$ cat src/rtl/retire_trace_buffer.sv
// Retirement trace capture: circular (pc, instr, class) buffer frozen by a PC/wfi trigger, then drained oldest-first.
// Captures land one cycle after retirement; readout is combinational from storage and holds while rd_ready_i is low.
module retire_trace_buffer #(
   parameter int DEPTH        = 16,
   parameter int POST_TRIGGER = 8,
   parameter int COUNT_WIDTH  = 32
) (
   input  logic                   clk,
   input  logic                   rst_n,
   input  logic                   arm_i,
   input  logic                   retire_valid_i,
   input  logic [31:0]            retire_pc_i,
   input  logic [31:0]            retire_instr_i,
   input  logic                   trig_pc_en_i,
   input  logic [31:0]            trig_pc_i,
   input  logic                   trig_wfi_en_i,
   output logic                   capturing_o,
   output logic                   triggered_o,
   output logic                   frozen_o,
   output logic                   rd_valid_o,
   input  logic                   rd_ready_i,
   output logic [31:0]            rd_pc_o,
   output logic [31:0]            rd_instr_o,
   output logic [2:0]             rd_class_o,
   output logic                   rd_last_o,
   output logic [COUNT_WIDTH-1:0] retired_count_o,
   output logic [COUNT_WIDTH-1:0] unknown_count_o
);

   localparam int AW = $clog2(DEPTH);

   localparam logic [1:0] S_IDLE  = 2'd0;
   localparam logic [1:0] S_ARMED = 2'd1;
   localparam logic [1:0] S_POST  = 2'd2;
   localparam logic [1:0] S_DRAIN = 2'd3;

   localparam logic [AW:0]   DEPTH_L = DEPTH[AW:0];
   localparam logic [AW:0]   ONE_F   = {{AW{1'b0}}, 1'b1};
   localparam logic [AW-1:0] PT_L    = POST_TRIGGER[AW-1:0];
   localparam logic [AW-1:0] ONE_P   = {{(AW-1){1'b0}}, 1'b1};

   logic [1:0]    state;
   logic [AW-1:0] wr_ptr;
   logic [AW-1:0] rd_ptr;
   logic [AW:0]   fill;
   logic [AW:0]   remaining;
   logic [AW-1:0] post_cnt;

   logic [31:0]   mem_pc    [DEPTH];
   logic [31:0]   mem_instr [DEPTH];
   logic [2:0]    mem_cls   [DEPTH];

   logic [2:0]    cls;
   logic          capture;
   logic          is_trig;
   logic          go_drain;
   logic          xfer;
   logic [AW-1:0] wr_ptr_nxt;
   logic [AW:0]   fill_nxt;

   always_comb begin
      cls = 3'd7;
      if (retire_instr_i == 32'h10500073) begin
         cls = 3'd6;
      end else begin
         case (retire_instr_i[6:0])
            7'b0110111: cls = 3'd0;
            7'b0010111: cls = 3'd1;
            7'b0010011: cls = 3'd2;
            7'b0110011: cls = 3'd3;
            7'b1101111: cls = 3'd4;
            7'b1100111: cls = 3'd5;
            default:    cls = 3'd7;
         endcase
      end
   end

   // arm_i suppresses the same-cycle retirement entirely
   assign capture    = retire_valid_i && !arm_i && (state == S_ARMED || state == S_POST);
   assign is_trig    = (trig_pc_en_i && retire_pc_i == trig_pc_i) || (trig_wfi_en_i && cls == 3'd6);
   assign wr_ptr_nxt = wr_ptr + 1'b1;
   assign fill_nxt   = (fill == DEPTH_L) ? fill : fill + 1'b1;
   assign go_drain   = capture && ((state == S_ARMED && is_trig && POST_TRIGGER == 0) ||
                                   (state == S_POST && post_cnt == ONE_P));
   assign xfer       = rd_valid_o && rd_ready_i;

   assign capturing_o = (state == S_ARMED) || (state == S_POST);
   assign triggered_o = (state == S_POST) || (state == S_DRAIN);
   assign frozen_o    = (state == S_DRAIN);
   assign rd_valid_o  = (state == S_DRAIN) && (remaining != '0);
   assign rd_last_o   = rd_valid_o && (remaining == ONE_F);
   assign rd_pc_o     = rd_valid_o ? mem_pc[rd_ptr]    : '0;
   assign rd_instr_o  = rd_valid_o ? mem_instr[rd_ptr] : '0;
   assign rd_class_o  = rd_valid_o ? mem_cls[rd_ptr]   : '0;

   always_ff @(posedge clk) begin
      if (capture) begin
         mem_pc[wr_ptr]    <= retire_pc_i;
         mem_instr[wr_ptr] <= retire_instr_i;
         mem_cls[wr_ptr]   <= cls;
      end
   end

   always_ff @(posedge clk) begin
      if (!rst_n) begin
         state           <= S_IDLE;
         wr_ptr          <= '0;
         rd_ptr          <= '0;
         fill            <= '0;
         remaining       <= '0;
         post_cnt        <= '0;
         retired_count_o <= '0;
         unknown_count_o <= '0;
      end else if (arm_i) begin
         state           <= S_ARMED;
         wr_ptr          <= '0;
         rd_ptr          <= '0;
         fill            <= '0;
         remaining       <= '0;
         post_cnt        <= '0;
         retired_count_o <= '0;
         unknown_count_o <= '0;
      end else begin
         if (capture) begin
            wr_ptr <= wr_ptr_nxt;
            fill   <= fill_nxt;
            if (retired_count_o != '1) retired_count_o <= retired_count_o + 1'b1;
            if (cls == 3'd7 && unknown_count_o != '1) unknown_count_o <= unknown_count_o + 1'b1;
         end
         // oldest entry sits fill_nxt slots behind the post-capture write pointer
         if (go_drain) begin
            rd_ptr    <= wr_ptr_nxt - fill_nxt[AW-1:0];
            remaining <= fill_nxt;
         end
         case (state)
            S_ARMED: begin
               if (capture && is_trig) begin
                  post_cnt <= PT_L;
                  state    <= (POST_TRIGGER == 0) ? S_DRAIN : S_POST;
               end
            end
            S_POST: begin
               if (capture) begin
                  post_cnt <= post_cnt - 1'b1;
                  if (post_cnt == ONE_P) state <= S_DRAIN;
               end
            end
            S_DRAIN: begin
               if (remaining == '0) begin
                  state <= S_IDLE;
               end else if (xfer) begin
                  rd_ptr    <= rd_ptr + 1'b1;
                  remaining <= remaining - 1'b1;
                  if (remaining == ONE_F) state <= S_IDLE;
               end
            end
            default: ;
         endcase
      end
   end

endmodule

$ cat config.mk
export PLATFORM = sky130hd
export DESIGN_NAME = retire_trace_buffer
export DESIGN_NICKNAME = d
export VERILOG_FILES = /design/src/rtl/retire_trace_buffer.sv
export SDC_FILE = /design/constraint.sdc
export NUM_CORES = 1
export LEC_CHECK = 0
export ABC_AREA = 1
export ABC_CLOCK_PERIOD_IN_PS = 14480
export BUFFER_PORTS_ARGS = -buffer_cell sky130_fd_sc_hd__buf_2
export CORE_MARGIN = 2
export CORE_UTILIZATION = 40
export DETAILED_ROUTE_END_ITERATION = 8
export PLACE_DENSITY = 0.58
export SETUP_SLACK_MARGIN = 0.1
export SYNTH_ARGS = -nofsm -noshare
export SYNTH_HDL_FRONTEND = slang
export SYNTH_SLANG_ARGS = --single-unit
$ cat constraint.sdc
create_clock -name clk -period 14.48 [get_ports clk]
set_input_delay 2.896 -clock clk [delete_from_list [all_inputs] [get_ports clk]]
set_output_delay 2.896 -clock clk [all_outputs]
set_load 0.05 [all_outputs]
# --- Word-level counts from Yosys, hierarchy flattened ---
# Memory sizes are Yosys's and may differ from the RTL's. A register that Yosys moved wholly into a read port is not among the register bits.
# Cells that the tools add are included.
totals:
  word_cells: 105
  ramBits: 1072
  regBits: 88
  input_bits: 103
  mem_count: 3
mem_list:
  columns: ["name", "words", "width", "read_ports", "rd_ports_with_merged_regs", "write_ports", "line", "source"]
  rows:
  - ["mem_instr", 16, 32, 1, 1, 1, "50", "logic [31:0] mem_instr [DEPTH];"]
  - ["mem_pc", 16, 32, 1, 1, 1, "49", "logic [31:0] mem_pc [DEPTH];"]
  - ["mem_cls", 16, 3, 1, 1, 1, "51", "logic [2:0] mem_cls [DEPTH];"]
op_classes:
  n_mux: 30
  addsub: 8
  reduce_logical: 26
  eq_ne: 28
  n_bitwise: 1
ops:
  columns: ["operator", "n"]
  rows:
  - ["32-bit by 1-bit adder with 32-bit output (second input constant)", 2]
  - ["32-bit 2-to-1 mux", 2]
  - ["32-bit inequality test (second input constant)", 2]
  - ["4-bit 2-to-1 mux", 9]
  - ["32-bit by 29-bit equality test with 1-bit output (second input constant)", 1]
  - ["32-bit equality test", 1]
  - ["5-bit 2-to-1 mux", 5]
  - ["3-bit case mux with 6 select lines", 1]
  - ["7-bit by 5-bit equality test with 1-bit output (second input constant)", 2]
  - ["7-bit by 6-bit equality test with 1-bit output (second input constant)", 2]
  - ["7-bit equality test (second input constant)", 2]
  - ["2-bit 2-to-1 mux", 6]
  - ["6-bit AND reduction", 2]
  - ["1-bit logical AND", 11]
  - ["4-bit by 1-bit adder with 4-bit output (second input constant)", 2]
  - ["4-bit by 2-bit inequality test with 1-bit output (second input constant)", 2]
  - ["4-bit case mux with 2 select lines", 1]
  - ["3-bit equality test (second input constant)", 2]
  - ["3-bit 2-to-1 mux", 2]
  - ["3-bit by 1-bit inequality test with 1-bit output (second input constant)", 2]
  - ["3-bit by 2-bit inequality test with 1-bit output (second input constant)", 2]
  - ["2-bit case mux with 3 select lines", 1]
  - ["5-bit by 1-bit adder with 5-bit output (second input constant)", 1]
  - ["5-bit by 1-bit equality test with 1-bit output (second input constant)", 1]
  - ["other kinds (22)", 29]

# --- Depth between registers and ports, before layout ---
depth:
  ltp_word: 10
  ltp_mapped: 16
  mapped_depth_nobuf: 16

# --- Worst setup path before layout ---
# Ideal clock, no wire load.
synth_path:
  kind: "input port to flip-flop"
  from: "input port retire_valid_i"
  to: "memory mem_cls[0][0], enable pin"
  arrival_time_ns: 6.421
  setup_time_ns: 0.493
  path_stages: 5
  slack_ns: 7.566
  required_time_ns: 13.987
  path_buffers: 1
  path_cell_list: "nand2_2 -> nor2_4 -> clkbuf_1 -> nand2_1 -> nor2_1"
synth_between:
  elab_chain_cells: 4
synth_rtl:
  columns: ["element", "line", "source"]
  rows:
  - ["start: declaration", "11", "input logic retire_valid_i,"]
  - ["1-bit logical AND (2 in series)", "79", "assign capture = retire_valid_i && !arm_i && (state == S_ARMED || state == S_POST);"]
  - ["1-bit 2-to-1 mux", "97", "if (capture) begin"]
  - ["1-bit 2-to-1 mux (implied by the code)", "100", "mem_cls[wr_ptr] <= cls;"]
  - ["end: declaration", "51", null]
# No other way between the ends.

==> summary.md <==
| Metric | Value |
|---|---|
| Critical Path, Cell by Cell | `inv_8, buf_4, buf_4, o21ai_0, o221ai_1, nand3_1, a21oi_1, buf_2` |
| Cts repair resizes | `0` |
| Worst-Skew Late Latency | `0.75 ns` |
| Clock transition at path regs | `0.06 ns` |
| Post-CTS Setup Bufs | `0` |
| Crit path required time | `between 10 and 15 ns` |
| Period utilization | `55.04%` |
| Hold path depth | `2` |
| RSZ-0062 raised after global routing | `false` |
| Area leader, netlist | `edfxtp_1` |
| Worst VDD drop | `between 0.1 and 0.15 mV` |
| Post-synthesis cell area | `47,690 um^2` |
| Data arrival time of the critical path | `5.07 ns` |
| Setup Total Neg Slack | `0 ns` |
| Worst path bufs/invs | `4` |
| Dpl hpwl | `66.18 mm` |
| Crit start category | `flop` |
| IO Port Bufs | `238` |
| Starting Density | `40.34%` |
| Synth Register Bits | `1,160` |
| Design area | `54,230 um^2` |
| Placed cell areas | `50,250 um^2` |
| Post-synth cell types | `46` |
| WHS Endpoint | `unknown_count_o[0]` |
| Setup Viol. Count Final | `0` |
| Clock buffer count from CTS | `120` |
| Reg2Reg Depth | `7` |
| R2r setup slk | `10.33 ns` |
| Final #Nets | `4,092` |
| Yosys top cell area share | `67.50%` |
| Levels on crit path | `8` |
| Async SR Flop Fraction | `0%` |
| CTS H-tree lvls | `3` |
| Core Area | `118,200 um^2` |
| Met3 GRT Util | `2.981%` |
| Area delta synth->final | `13.70%` |
| M2 GR Usage | `a little over a third` |
| TritonCTS sink count | `between 1,000 and 1,500` |
| Layout cell share with drive strength beyond 1 | `between 10 and 15%` |
| Placed Instances | `5,381` |
| Clock root buffer | `clkbuf_16` |
| Top_reg_cell synth | `edfxtp_1` |
| Hold Path Class | `flop to flop` |
| Delay-heaviest family, CP | `buffers and inverters` |
| Worst setup EP type | `output pin` |
| Peak fanout along the critical path | `around 100` |
| CP max-delay cell | `buf_4` |
| R2r endpoint | `mem_instr[7][24]` |
| Die Width | `roughly 350 um` |
| Worst Setup Slack, final | `around 6.5 ns` |
| Fmax | `125.5 MHz` |
| Dominant cells by area after synthesis | `edfxtp_1 (67%), o21ai_0 (5.9%), nor2_1 (5.2%), dfxtp_1 (3.7%), o221ai_1 (3.4%)` |
| Most frequent cells in the layout | `edfxtp_1 (1,072), nor2_1 (648), o21ai_0 (567)` |
| Drt pass-1 iters | `7` |
| M1 GR Usage | `roughly 30%` |
| Die area | `122,000 um^2` |
| CTS tree | `yes` |
| WL final | `132.4 mm` |
| Die Y-Extent | `349.3 um` |
| # rows | `126` |
| Via count | `31,650` |
| Routed len/inst | `~24 um` |
| DRT iter0 DRCs | `roughly 3,100` |
| Vias in the first global route | `30,500` |
| Yosys warns | `0` |
| GR peak layer | `met2` |
| MaxCap Viol Count | `0` |
| I/O pin total | `239` |
| WS Path Type | `flop to output pin` |
| Normalized max-slew margin | `11.56%` |
| Pwr/cell area | `about 130 nW/um^2` |
| Post-synth net total | `about 3,900` |
| GR Overflow Total | `0` |
| Leading cell type in the layout, fill and taps excluded | `edfxtp_1` |
| # hold bufs at CTS | `0` |
| CP dominant cell by count | `buf_4` |
| Worst slack, placed | `7.226 ns` |
| Sequential fraction of the synthesis area | `71.19%` |
| Detail Route Antenna Nets | `0` |
| Slew Limit Fails | `0` |
| CP peak stage delay | `between 0.9 and 1 ns` |
| Pin count of the biggest net entering global routing | `237` |
| Status | `complete, no violations` |
| Post-DR vias/cell | `~5.6` |
| DR DRC count | `0` |
| Hold Violations, Final | `0` |
| Fin cells | `5,609` |
| Worst-margin pin slew | `1.327 ns` |
| Average size of a mapped cell | `between 10 and 15 um^2` |
| Gpl congestion | `roughly 0.85` |
| Synth Instances | `3,815` |
| Clock skew | `0.05354 ns` |
| Initial antenna violation count | `12` |
| Post-synth EDFFs | `1,072` |
| Wire length of the first global-routing pass | `195.0 mm` |
| R2r startpoint | `state[0]` |
| Leak | `17.77 nW` |
| Clock period minus worst slack | `7.970 ns` |
| Total GRT Usage | `a little over a fifth` |
| Max Root-Sink Buffers | `3` |
| Hold Path Origin | `unknown_count_o[0]` |
==> synthesized netlist by cell type, types with 5 or more instances <==
| library cell | number |
|---|---|
| edfxtp_1 | 1072 |
| nor2_1 | 664 |
| o21ai_0 | 567 |
| nand2_1 | 212 |
| clkbuf_1 | 191 |
| o221ai_1 | 183 |
| a21oi_1 | 111 |
| inv_1 | 107 |
| nand3_1 | 105 |
| o211ai_1 | 92 |
| dfxtp_1 | 88 |
| o22ai_1 | 88 |
| xor2_1 | 50 |
| buf_2 | 42 |
| nand2_2 | 35 |
| a21oi_2 | 31 |
| nand4_1 | 28 |
| xnor2_1 | 27 |
| nor3_1 | 25 |
| ha_1 | 21 |
| inv_2 | 7 |
| nor4_1 | 7 |
| buf_1 | 6 |
| nor3b_1 | 6 |
| buf_6 | 5 |
| nor2_2 | 5 |
==> logic make-up (layout without fill, tap and decap cells) <==
family                     Yosys count  after routing  synth area share, %
DFF                               1160           1160                71.19
and+or+nand+nor                   1107           1107                9.827
AOI/OAI and AO/OA                 1080           1080                13.78
buffers and inverters              369            622                3.198
xor gates and xnor gates            77             77                1.414
adders and majority gates           22             22               0.5929
other                                0              5                    0
==> area by class of cell <==
type                    count  area [um^2]
clock inverters            74        834.6
flip-flops and latches   1160        33970
diodes                      5        12.51
inverters                 117        461.7
repair buffers            282         1559
multi-input cells        2286        12340
well taps                1536         1922
fillers                 10590        64010
clock buffers             149         3133
==> report_power, final <==
group          switching (mW)  leakage, nW  internal (mW)
sequential            0.00510         10.4           3.67
combinational           0.115         5.45         0.0375
clock                    1.31         1.92           1.80
==> flip-flops by register name (all words and copies together) (netlist names) <==
| register | count |
|---|---|
| post_cnt | 4 |
| mem_cls | 48 |
| retired_count_o | 32 |
| rd_ptr | 4 |
| wr_ptr | 4 |
| mem_pc | 512 |
| remaining | 5 |
| unknown_count_o | 32 |
| fill | 5 |
| mem_instr | 512 |
| state | 2 |
==> worst reg2reg max path, cell delays in order (launching register included) <==
cell,delay (ns)
dfxtp_1,0.41
inv_1,0.11
ha_1,0.34
nand2_2,0.13
nor2_4,0.37
nand2_1,0.36
nor2_4,1.01
buf_4,0.98
==> worst max-delay path by stage <==
stage                               end      startpoint  slack (ns)
after floorplan           mem_cls[0][0]  retire_valid_i        7.57
after global placement       rd_pc_o[9]       rd_ptr[0]        7.22
after detailed placement    rd_pc_o[10]       rd_ptr[0]        7.23
after CTS                   rd_pc_o[10]       rd_ptr[0]        6.46
after global routing        rd_pc_o[10]       rd_ptr[0]        6.19
final                       rd_pc_o[10]       rd_ptr[0]        6.51
==> metrics by stage <==
stage	total power, mW	hold WS, ns	util [%]
6_report	6.940	0.5093	45.86
3_5_place_dp	3.899	0.5014	42.50
2_1_floorplan	3.820	0.4747	-
5_1_grt	7.136	0.5295	45.86
3_3_place_gp	3.897	0.4831	42.50
4_1_cts	6.992	0.5141	45.85
==> layer usage <==
metal  wire, um  part of all wire, %
met5         24                0.018
met3       7662                  5.8
met2      63240                   48
met4       3129                  2.4
met1      58340                   44
No activity file was read; power rests on OpenSTA's default activity.
